File: src/rtl/count_seg_scan.sv
// count_seg_scan: 2-digit time-multiplexed 7-segment display stage for the up/down counter.
// It samples the count once per scan frame and shows it in hex or decimal.
// The digits flash while the captured count[5] is set.
//
// Optional feature macro: COUNT_SEG_LZB_EN (leading-zero blanking of the tens digit).
//
// Parameters:
//   SCAN_DIV      clk cycles each digit is lit per frame (>=1)
//   BLINK_FRAMES  frames per blink half-period (>=1)
// Ports:
//   clk    in   system clock, posedge
//   reset  in   synchronous active-low reset
//   count  in   [5:1] counter value; bit 5 = carry/terminal marker
//   hex    in   1: hex display, 0: decimal tens/units
//   seg    out  [7:1] segments a..g, active-low (seg[7]=a)
//   an     out  [2:1] digit enables, active-low; an[1]=units, an[2]=tens
//   frame  out  high for the single BLANK0 (capture) cycle
module count_seg_scan #(
    parameter int unsigned SCAN_DIV     = 4,
    parameter int unsigned BLINK_FRAMES = 64
) (
    input  logic       clk,
    input  logic       reset,
    input  logic [5:1] count,
    input  logic       hex,
    output logic [7:1] seg,
    output logic [2:1] an,
    output logic       frame
);

    localparam int unsigned DIV_W  = (SCAN_DIV > 1) ? $clog2(SCAN_DIV) : 1;
    localparam int unsigned BCNT_W = (BLINK_FRAMES > 1) ? $clog2(BLINK_FRAMES) : 1;
    localparam logic [DIV_W-1:0]  DIV_LAST  = DIV_W'(SCAN_DIV - 1);
    localparam logic [BCNT_W-1:0] BCNT_LAST = BCNT_W'(BLINK_FRAMES - 1);
    localparam logic [7:1] SEG_OFF = 7'b1111111;
    localparam logic [2:1] AN_OFF  = 2'b11;
    localparam logic [2:1] AN_UNIT = 2'b10;
    localparam logic [2:1] AN_TENS = 2'b01;

    typedef enum logic [1:0] {
        BLANK0 = 2'd0,
        DIG0   = 2'd1,
        BLANK1 = 2'd2,
        DIG1   = 2'd3
    } state_t;

    state_t            state;
    logic [DIV_W-1:0]  div;
    logic [5:1]        hold;
    logic              hmode;
    logic [BCNT_W-1:0] bcnt;
    logic              phase;
    // Low for the first cycle after reset release so BLANK0 is visibly entered with frame=1.
    logic              run;

    logic              cap;
    logic [5:1]        hold_n;
    logic              hmode_n;
    logic [BCNT_W-1:0] bcnt_n;
    logic              phase_n;
    logic [4:0]        hv;
    logic [3:0]        units;
    logic [3:0]        tens;
    logic              dark;
    logic [7:1]        seg_unit;
    logic [2:1]        an_unit;
    logic [7:1]        seg_tens;
    logic [2:1]        an_tens;

    // Active-low glyphs {a..g}.
    function automatic logic [7:1] enc(input logic [3:0] d);
        logic [7:1] s;
        case (d)
            4'h0: s = 7'b0000001;
            4'h1: s = 7'b1001111;
            4'h2: s = 7'b0010010;
            4'h3: s = 7'b0000110;
            4'h4: s = 7'b1001100;
            4'h5: s = 7'b0100100;
            4'h6: s = 7'b0100000;
            4'h7: s = 7'b0001111;
            4'h8: s = 7'b0000000;
            4'h9: s = 7'b0000100;
            4'hA: s = 7'b0001000;
            4'hB: s = 7'b1100000;
            4'hC: s = 7'b0110001;
            4'hD: s = 7'b1000010;
            4'hE: s = 7'b0110000;
            default: s = 7'b0111000;
        endcase
        return s;
    endfunction

    // Values that become current at the next edge; the BLANK0 exit also captures and
    // advances the blink counter, so digit decode must see the post-capture values.
    always_comb begin
        cap     = run && (state == BLANK0);
        hold_n  = hold;
        hmode_n = hmode;
        bcnt_n  = bcnt;
        phase_n = phase;
        if (cap) begin
            hold_n  = count;
            hmode_n = hex;
            if (bcnt == BCNT_LAST) begin
                bcnt_n  = '0;
                phase_n = ~phase;
            end else begin
                bcnt_n = BCNT_W'(bcnt + 1'b1);
            end
        end

        hv = hold_n;
        if (hmode_n) begin
            units = hv[3:0];
            tens  = {3'b000, hv[4]};
        end else begin
            units = 4'(hv % 5'd10);
            tens  = 4'(hv / 5'd10);
        end

        dark = hold_n[5] & phase_n;

        seg_unit = dark ? SEG_OFF : enc(units);
        an_unit  = dark ? AN_OFF  : AN_UNIT;
`ifdef COUNT_SEG_LZB_EN
        seg_tens = (dark || (tens == 4'd0)) ? SEG_OFF : enc(tens);
        an_tens  = (dark || (tens == 4'd0)) ? AN_OFF  : AN_TENS;
`else
        seg_tens = dark ? SEG_OFF : enc(tens);
        an_tens  = dark ? AN_OFF  : AN_TENS;
`endif
    end

    // Scan FSM with registered outputs, loaded on each state transition.
    always_ff @(posedge clk) begin
        if (!reset) begin
            state <= BLANK0;
            div   <= '0;
            hold  <= '0;
            hmode <= 1'b0;
            bcnt  <= '0;
            phase <= 1'b0;
            run   <= 1'b0;
            an    <= AN_OFF;
            seg   <= SEG_OFF;
            frame <= 1'b0;
        end else if (!run) begin
            run   <= 1'b1;
            frame <= 1'b1;
        end else begin
            case (state)
                BLANK0: begin
                    state <= DIG0;
                    div   <= '0;
                    hold  <= hold_n;
                    hmode <= hmode_n;
                    bcnt  <= bcnt_n;
                    phase <= phase_n;
                    frame <= 1'b0;
                    an    <= an_unit;
                    seg   <= seg_unit;
                end
                DIG0: begin
                    if (div == DIV_LAST) begin
                        state <= BLANK1;
                        div   <= '0;
                        an    <= AN_OFF;
                        seg   <= SEG_OFF;
                    end else begin
                        div <= DIV_W'(div + 1'b1);
                    end
                end
                BLANK1: begin
                    state <= DIG1;
                    div   <= '0;
                    an    <= an_tens;
                    seg   <= seg_tens;
                end
                DIG1: begin
                    if (div == DIV_LAST) begin
                        state <= BLANK0;
                        div   <= '0;
                        an    <= AN_OFF;
                        seg   <= SEG_OFF;
                        frame <= 1'b1;
                    end else begin
                        div <= DIV_W'(div + 1'b1);
                    end
                end
                default: begin
                    state <= BLANK0;
                    div   <= '0;
                end
            endcase
        end
    end

endmodule
File: config.mk
export PLATFORM = sky130hd
export DESIGN_NAME = count_seg_scan
export DESIGN_NICKNAME = d
export VERILOG_FILES = /design/src/rtl/count_seg_scan.sv
export SDC_FILE = /design/constraint.sdc
export NUM_CORES = 1
export LEC_CHECK = 0
export ABC_AREA = 1
export BUFFER_PORTS_ARGS = -buffer_cell sky130_fd_sc_hd__buf_2
export CAP_MARGIN = 20
export CORE_ASPECT_RATIO = 2
export CORE_UTILIZATION = 50
export DETAILED_ROUTE_END_ITERATION = 8
export PLACE_DENSITY = 0.69
export SYNTH_ARGS = -nofsm -noshare
export SYNTH_HDL_FRONTEND = slang
export SYNTH_SLANG_ARGS = --single-unit
File: constraint.sdc
create_clock -name clk -period 5.17 [get_ports clk]
set_clock_uncertainty 0.1 [all_clocks]
set_input_delay 1.034 -clock clk [delete_from_list [all_inputs] [get_ports clk]]
set_output_delay 1.034 -clock clk [all_outputs]
set_load 0.05 [all_outputs]
==> impl_metrics.toml, run 1 <==
[worst_setup_path]
r2r-end = "seg[4]"
path_max_fanout = 13
crit_top_cell = "nand2_1"
critPathRequiredTime_ns = 5.24
criticalPathCategory = "flop to flop"
r2r-start = "state[0]"
crit_chain = "inv_1 > ha_1 > nand2_4 > nand2_1 > o21ai_4 > inv_1 > nand2_1 > nand2_1 > inv_1 > ha_1 > a21oi_2 > nand3_1 > nand2_2 > nand3_1 > nand2_1 > inv_2 > ha_1 > inv_1 > nand3_1 > nand3_1 > nand3_1 > nand2_1 > nand2_1"
ff2ff_path_depth = 23
endpoint_kind = "flop"
r2r_setup_slack_ns = 1.87
crit_buf_inv = 5
crit_path_top_delay_cell = "ha_1"
worstPathArrival_ns = 3.37
cp-start-kind = "flop"
crit_family = "simple AND/OR/NAND/NOR gates"
critical_path.max_stage_delay_ns = 0.38

[yosys]
synth-seq-area-share_pct = 29.5
synth_area_mm2 = 0.00190
syn_nets = 299
synthArstFlopShare_pct = 0
yosysWarnings = 0
syn_area_per_cell_um2 = 6.92
yosys-top-cells-count = "62 x nand2_1, 37 x inv_1, 33 x nand3_1"
yosysMostFrequentCell = "nand2_1"
synth_top_area_share_pct = 29.5
ys_seq_elements = 28
synth_area_leader_cell = "dfxtp_1"
postSynthCellCount = 275
synth_ff_type = "dfxtp_1"
synth_enable_flop_cells = 0
ys_top_cells_by_area = "dfxtp_1 29%, nand2_1 12%, ha_1 11%"
yosysUniqueCellTypes = 31

[global_routing]
grt_pass1_vias = 1613
busiest_layer = "met2"
antenna_found_initial = 0
grt_pass1_wl_um = 6820
use_met1_pct = 23.4
grtUsageMet3_pct = 1.82
grt_usage_pct = 22.3
grt_start_max_net_pins = 19
overflow = 0
met2_usage_pct = 43.2

[clocking]
cts_resized = 0
ctsHoldBuffers = 0
cts_made_buffers = 3
cts_tree = "done"
htree_num_levels = 1
root_buffer = "clkbuf_8"
post_cts_buffers = 0
clk_latency_ns = 0.27
clk_path_buf_depth = 2
clkTransAtPathRegs_ns = 0.09
cts.sink_count = 28

[route]
dr.pass1.iters = 4
wirelength_um = 3970
drt_iter0_drc = 26
drcViolationCount = 0
avgRoutedWirePerCell_um = 11.6
postRouteAntennaNets = 0
post_drt_via_cell_ratio = 4.96
vias = 1693

[floorplanning]
num_rows = 31
io_pins = 18
dieArea_mm2 = 0.00407
core_mm2 = 0.00365
dieHeight_um = 89.3
dieWidth_um = 45.6
start_util_pct = 52.2

[placed_design]
dpl.hpwl_um = 3230
placed_area_mm2 = 0.00202
portBuffers = 17
gp_congestion = 0.835

[timing]
fin_setup_tns_ns = 0
setup-violations-final = 0
slew_headroom_pct = 61.0
rsz0062_at_grt = "no"
finalHoldViolations = 0
fmax_ghz = 0.303
post-route-period-util_pct = 63.8
worst-slew-pin-transition_ns = 0.585
min_period_ns = 3.30
slew_viol_final = 0

[power]
ir_worst_vdd_uv = 240
power_density_mw_per_mm2 = 425
p_leak_nw = 1.04

[cells_and_area]
layout-drive-gt1-share_pct = 16.4
nFillCells = 379
design_area_mm2 = 0.00207
diodes = 0
layout.nets = 317
area_delta_synth_final_pct = 8.81

[job]
cap_violations = 0

[hold_path]
hp-class = "flop to flop"
whs_endpoint = "seg[7]"
min_from = "seg[7]"
hold_depth = 2

[status]
outcome = "finished, final reports clean"
state kept, by name (all words and copies together) (netlist names):
signal  cells
state       2
phase       1
an          2
hmode       1
bcnt        6
div         2
seg         7
hold        5
frame       1
run         1
where the power goes:
group	leakage, nW	internal, W	total [W]	switching, W
Combinational	0.779	0.000151	0.000486	0.000336
Clock	0.0288	0.0000681	0.000133	0.0000647
Sequential	0.231	0.000245	0.000261	0.0000158
Total	1.04	0.000464	0.000880	0.000416
worst max-delay path by stage:
stage | startpoint | endpoint | slack (ns) | cells past startpoint
final | state[0] | seg[4] | 1.87 | 23
after global routing | state[0] | seg[4] | 1.55 | 23
after CTS | state[0] | seg[4] | 1.88 | 23
after detailed placement | count[5] | seg[4] | 1.78 | 22
after global placement | count[5] | seg[4] | 1.81 | 22
after floorplan | count[5] | seg[7] | 2.16 | 21
per-stage QoR:
step	utilization (%)	cells	setup slack (ns)	hold slack (ns)	total power [W]
floorplan	-	275	2.16	0.352	0.000660
global placement	55.3	337	1.81	0.347	0.000750
detailed placement	55.3	337	1.78	0.350	0.000750
CTS	56.8	341	1.88	0.374	0.000883
global route	56.8	341	1.55	0.389	0.000959
finish	56.8	341	1.87	0.373	0.000880
worst reg2reg max path: cells and delay by family, from the launching register on:
kind	cells	cell delay, ns
AOI/OAI and AO/OA	2	0.19
buffers and inverters	5	0.46
and+or+nand+nor	13	1.33
DFF	1	0.34
adders and majority gates	3	0.78
logic make-up (layout without fill, tap and decap cells):
kind of cell / Yosys count / after routing / share of synthesized area, %
fa+ha+maj: 16 / 16 / 10.5
xor+xnor: 3 / 3 / 1.38
compound gates: 34 / 34 / 11.6
flops: 28 / 28 / 29.5
simple gates: 147 / 147 / 36.6
buf+inv: 47 / 64 / 10.5
metal layers:
metal,vias up,routed length [µm],part of all wire [%]
met4,0,62,1.6
li1,908,-,-
met3,6,78,2.0
met5,-,0,0
met2,23,2240,57
met1,756,1580,40
cell type report:
| class | count | area (µm²) | share of cell area (%) |
|---|---|---|---|
| clock buffers | 4 | 55.1 | 2.66 |
| inverters | 42 | 159 | 7.67 |
| multi-input cells | 200 | 1140 | 55.2 |
| flip-flops and latches | 28 | 561 | 27.1 |
| well taps | 49 | 61.3 | 2.96 |
| repair buffers | 18 | 92.6 | 4.47 |
layout by cell type (no fill, tap or decap):
master / netlist / layout
o21ai_2: 2 / 2
o21ai_0: 8 / 8
nor3b_1: 2 / 2
ha_1: 16 / 16
clkinv_1: 1 / 1
or2_1: 1 / 1
nand2_4: 5 / 5
nand4_1: 1 / 1
nand3b_1: 1 / 1
a21oi_4: 2 / 2
nand2_2: 8 / 8
o21ai_1: 2 / 2
nor2_1: 26 / 26
buf_4: 0 / 1
nand3_1: 33 / 33
a211oi_1: 1 / 1
nand3_4: 1 / 1
or2_2: 1 / 1
o22ai_1: 2 / 2
xor2_1: 3 / 3
clkinv_2: 1 / 1
nor3_1: 5 / 5
clkbuf_8: 0 / 4
o21ai_4: 1 / 1
nand2_1: 62 / 62
nand3_2: 1 / 1
inv_2: 3 / 3
a21oi_2: 1 / 1
dfxtp_1: 28 / 28
buf_2: 0 / 17
inv_1: 37 / 37
a21oi_1: 15 / 15
Power figures use the tool's default switching activity.
==> inputs of run 2 (changes only) <==
Settings changed: PLACE_DENSITY 0.69 to 0.72.
Clock period 5.17 ns to 2.7 ns, I/O delays scaled along.
==> run 2 against run 1 <==
Compared with the run above: the run now ends with setup timing left; register-to-register slack got worse by 1.9 ns; core utilization is 13 points higher; clock-buffer cell count down 1; cell count grew 10%; first-iteration DRC count fell by 12%; largest power group unchanged.
==> impl_metrics.toml, run 2 (synthesized netlist as in run 1, its figures left out) <==
[clocking]
clk_path_buf_depth = 2
root_buffer = "clkbuf_8"
htree_num_levels = 1
cts.sink_count = 28
cts_tree = "done"
clkTransAtPathRegs_ns = 0.10
cts_made_buffers = 3
clk_latency_ns = 0.27

[worst_setup_path]
r2r_setup_slack_ns = -0.04
critPathRequiredTime_ns = 2.78
criticalPathCategory = "flop to flop"
cp-start-kind = "flop"
worstPathArrival_ns = 2.81
endpoint_kind = "flop"
path_max_fanout = 7

[floorplanning]
core_mm2 = 0.00365
num_rows = 31
dieHeight_um = 89.3
dieArea_mm2 = 0.00407
io_pins = 18
dieWidth_um = 45.6
start_util_pct = 52.2

[cells_and_area]
largest_register_ff_count = 7
diodes = 0
fin_cells = 375
area_delta_synth_final_pct = 34.2
reg.largest.list = "seg x7, bcnt x6, hold x5"
layout.nets = 351
max_flop_register = "seg"
layout-drive-gt1-share_pct = 36.5
nFillCells = 329
final_cell_mix = "51 x nand2_1, 32 x buf_4, 30 x inv_1"
final_common_cell = "nand2_1"

[status]
outcome = "finished with violations"
violations = "setup timing"

[route]
postRouteAntennaNets = 0
dr.pass1.iters = 5
drcViolationCount = 0
wirelength_um = 5090
drt_iter0_drc = 23
wl_met3_um = 55
avgRoutedWirePerCell_um = 13.6
vias = 1906
highest_layer = "met4"
post_drt_via_cell_ratio = 5.08
wl_met2_um = 3030
met1Wirelength_um = 1870

[timing]
slew_viol_final = 0
worst-slew-pin-transition_ns = 0.537
min_period_ns = 2.74
post-route-period-util_pct = 101
setup-violations-final = 5
finalHoldViolations = 0
rsz0062_at_grt = "yes"
slew_headroom_pct = 64.0
setup_ws_ns = -0.0353
fmax_ghz = 0.366

[placed_design]
pre_cts_ws_ns = -0.0746
gp_congestion = 0.887
portBuffers = 17
dpl.hpwl_um = 3530
dpl.cell_count = 356

[global_routing]
grt_start_max_net_pins = 19
overflow = 0
antenna_found_initial = 0
grt_usage_pct = 25.1
grt_pass1_vias = 1845
grt_pass1_wl_um = 7670

[power]
ir_worst_vdd_uv = 549
p_leak_nw = 1.24
power_density_mw_per_mm2 = 841

[job]
cap_violations = 0

[hold_path]
hp-class = "primary input to flop"
==> run 2: worst max-delay path, cell delays in order (launching register included) <==
cell,delay [ns]
dfxtp_2,0.33
inv_2,0.07
ha_4,0.19
nand2_8,0.09
nand2_2,0.09
nand2_2,0.07
buf_4,0.13
buf_4,0.13
buf_4,0.13
buf_4,0.12
nand2_1,0.08
nand2_2,0.09
nand2_4,0.10
nand2_4,0.06
buf_6,0.13
buf_4,0.13
nand2_1,0.04
o21ai_0,0.07
o21ai_1,0.23
nand3_1,0.10
nand2_1,0.10
nand2_1,0.05
==> run 2: timing repair <==
action	4_1_cts	5_1_grt
buffers inserted	9	6
endpoints found under the setup margin	7	7
pin swaps	9	23
hold buffers	0	0
gates resized for setup	15	32
gates cloned	0	0
==> run 2: metrics by stage <==
| step | setup TNS [ns] | hold WS [ns] | util [%] | cell area [µm²] | total power (W) |
|---|---|---|---|---|---|
| 2_1_floorplan | 0 | 0.352 | - | 1920 | 0.00128 |
| 3_3_place_gp | 0 | 0.348 | 59.6 | 2170 | 0.00154 |
| 3_5_place_dp | -0.236 | 0.350 | 59.6 | 2170 | 0.00154 |
| 4_1_cts | 0 | 0.368 | 65.3 | 2380 | 0.00196 |
| 5_1_grt | -1.02 | 0.367 | 70.0 | 2550 | 0.00229 |
| 6_report | -0.0699 | 0.371 | 70.0 | 2550 | 0.00215 |
==> run 2: path summary, 6_finish.rpt <==
path / from / to / cells past startpoint
max: state[0] / seg[2] / 21
min: reset / run / 1
max reg2reg: state[0] / seg[2] / 21
min reg2reg: seg[3] / seg[3] / 2
==> run 2: final cells by class <==
cell class	instances	area (µm²)	share of cell area [%]
Sequential cell	28	563	22.0
Timing Repair Buffer	52	359	14.1
Multi-Input combinational cell	200	1340	52.4
Tap cell	49	61.3	2.40
Clock buffer	3	41.3	1.62
Inverter	42	161	6.32
Clock inverter	1	30.0	1.18
==> run 2: power by group <==
| part | leakage, nW | switching (W) | internal, W |
|---|---|---|---|
| registers | 0.232 | 0.0000304 | 0.000471 |
| clock network | 0.0357 | 0.000132 | 0.000198 |
| logic | 0.975 | 0.000809 | 0.000508 |
| total | 1.24 | 0.000971 | 0.00118 |
==> run 2: per-layer routing <==
layer / global-route usage [%] / up-vias
met3: 1.41 / 10
met2: 50.4 / 29
li1: - / 973
met4: 11.6 / 0
met1: 23.7 / 894
met5: 0 / -
==> inputs of run 3 (changes only) <==
Settings changed: ABC_AREA 1 to 0.
==> run 3 against run 2 <==
Compared with the run above: largest power group unchanged; worst hold slack got worse by 0.023 ns; area after synthesis down 0.99%; first-iteration DRC count is 140% higher; sequential power fell by 2%; the run still ends with setup timing left; sequential cell count stayed put; synthesized cell count is 23% lower; register-to-register slack worse by 0.41 ns.
==> impl_metrics.toml, run 3 <==
[status]
outcome = "finished with violations"
violations = "setup timing"

[cells_and_area]
reg.largest.list = "seg x7, bcnt x6, hold x5"
max_flop_register = "seg"
area_delta_synth_final_pct = 38.1
layout.nets = 312
layout-drive-gt1-share_pct = 39.4
diodes = 0
nFillCells = 280
final_common_cell = "buf_4"
final_cell_mix = "60 x buf_4, 26 x dfxtp_1, 21 x nor2_1"
largest_register_ff_count = 7

[floorplanning]
io_pins = 18
core_mm2 = 0.00361
dieWidth_um = 45.4
dieArea_mm2 = 0.00403
start_util_pct = 52.2
dieHeight_um = 88.8
num_rows = 31

[global_routing]
antenna_found_initial = 0
grt_start_max_net_pins = 17
overflow = 0
grt_pass1_vias = 1953
grt_usage_pct = 27.9
grt_pass1_wl_um = 8280

[route]
avgRoutedWirePerCell_um = 15.5
dr.pass1.iters = 6
post_drt_via_cell_ratio = 5.57
wirelength_um = 5200
drcViolationCount = 0
vias = 1873
postRouteAntennaNets = 0
drt_iter0_drc = 55

[yosys]
synth_top_area_share_pct = 29.7
yosysMostFrequentCell = "dfxtp_1"
synth_ff_type = "dfxtp_1"
syn_nets = 237
synthArstFlopShare_pct = 0
synth_area_leader_cell = "dfxtp_1"
yosysWarnings = 0
synth_enable_flop_cells = 0
yosysUniqueCellTypes = 52
ys_seq_elements = 28
syn_area_per_cell_um2 = 8.85
postSynthCellCount = 213
yosys-top-cells-count = "28 x dfxtp_1, 22 x nor2_1, 16 x a21oi_1, 16 x ha_1, 12 x nand2_1"
synth_area_mm2 = 0.00188
ys_top_cells_by_area = "dfxtp_1 30%, ha_1 11%, nor2_1 4.4%"
synth-seq-area-share_pct = 29.7

[power]
p_leak_nw = 1.15
total_power_w = 0.00185
power_density_mw_per_mm2 = 710
ir_worst_vdd_uv = 617

[worst_setup_path]
endpoint_kind = "flop"
cp-start-kind = "flop"
critical_path.max_stage_delay_ns = 0.34
crit_top_cell = "ha_4"
crit_chain = "inv_2 > ha_4 > and2_4 > mux2_4 > ha_4 > a311oi_2 > o21ai_1 > a31oi_1 > xnor2_1 > buf_4 > ha_1 > mux2_1 > o21ai_2 > a221o_1"
worstPathArrival_ns = 3.28
crit_path_top_delay_cell = "dfxtp_2"
path_max_fanout = 6
r2r_setup_slack_ns = -0.44
criticalPathCategory = "flop to flop"
critPathRequiredTime_ns = 2.83

[clocking]
root_buffer = "clkbuf_8"
htree_num_levels = 1
cts_made_buffers = 3
clk_latency_ns = 0.28
cts.sink_count = 28
cts_tree = "done"
clk_path_buf_depth = 2
ctsHoldBuffers = 0
clkTransAtPathRegs_ns = 0.11

[timing]
post-route-period-util_pct = 116
worst-slew-pin-transition_ns = 0.873
setup-violations-final = 7
finalHoldViolations = 0
rsz0062_at_grt = "yes"
slew_viol_final = 0
setup_ws_ns = -0.445
fin_setup_tns_ns = -2.70
min_period_ns = 3.14
fmax_ghz = 0.318
slew_headroom_pct = 41.2

[hold_path]
hp-class = "primary input to flop"

[placed_design]
dpl.hpwl_um = 3860
gp_congestion = 0.851
portBuffers = 17
pre_cts_ws_ns = -0.626

[job]
cap_violations = 0
==> run 3: cell types whose count changed in the layout (fill, tap and decap cells not counted), sizes merged, moves of 5 or more <==
cell and delta:
a31oi +5, buf +25, inv -31, mux2 +6
mux2i +5, nand2 -62, nand3 -31, o211ai +5
xnor2 +6
==> run 3: logic make-up after synthesis <==
logic type | after synthesis | share of synthesized area, %
DFF | 28 | 29.7
buffers and inverters | 16 | 4.78
and+or+nand+nor | 71 | 19.5
xor gates and xnor gates | 9 | 4.18
AOI/OAI and AO/OA | 62 | 24.0
muxes | 11 | 7.10
adders and majority gates | 16 | 10.6
==> run 3: path summary, 6_finish.rpt <==
check / from / to / depth (start not counted)
hold / removal: reset / run / 1
setup / recovery: state[1] / seg[6] / 14
hold reg to reg: an[2] / an[2] / 1
setup reg to reg: state[1] / seg[6] / 14
==> run 3: metal layers <==
metal	GRT usage, %	vias up	wire length (µm)
met3	1.84	21	104
met4	18.7	0	227
li1	-	924	-
met1	26.7	884	1920
met2	52.7	44	2950
met5	0	-	0
==> run 3: stage by stage <==
step,cells,hold WS (ns),instance area (µm²),util [%]
finish,336,0.348,2600,72.1
global route,336,0.340,2600,72.1
CTS,334,0.333,2560,70.9
detailed placement,321,0.349,2390,66.4
global placement,321,0.341,2390,66.4
floorplan,213,0.349,1940,-
==> run 3: final cells by class <==
| cell class | instances | area (µm²) | area share (%) |
|---|---|---|---|
| Sequential cell | 28 | 563 | 21.6 |
| Multi-Input combinational cell | 169 | 1340 | 51.4 |
| Tap cell | 49 | 61.3 | 2.36 |
| Clock buffer | 3 | 41.3 | 1.59 |
| Inverter | 9 | 33.8 | 1.30 |
| Timing Repair Buffer | 77 | 536 | 20.6 |
| Clock inverter | 1 | 30.0 | 1.15 |
==> run 3: worst max-delay path: cells and delay by family (launching register included) <==
| family | cells | cell delay [ns] |
|---|---|---|
| AO/OA/AOI/OAI | 5 | 0.82 |
| multiplexers | 2 | 0.64 |
| adder cells (fa/ha/maj) | 3 | 0.56 |
| flip-flops | 1 | 0.34 |
| buffers and inverters | 2 | 0.23 |
| AND/OR/NAND/NOR | 1 | 0.23 |
| XOR/XNOR | 1 | 0.17 |
==> run 3: where the power goes <==
group | total, W | switching, W | internal, W
Clock | 0.000343 | 0.000144 | 0.000199
Sequential | 0.000492 | 0.0000286 | 0.000463
Combinational | 0.00101 | 0.000543 | 0.000471
Total | 0.00185 | 0.000715 | 0.00113
==> run 3: repair_timing <==
action	CTS	global route
setup endpoints to repair	7	7
setup buffers	9	2
pin swaps	11	2
cloned	0	0
resized for setup	9	6
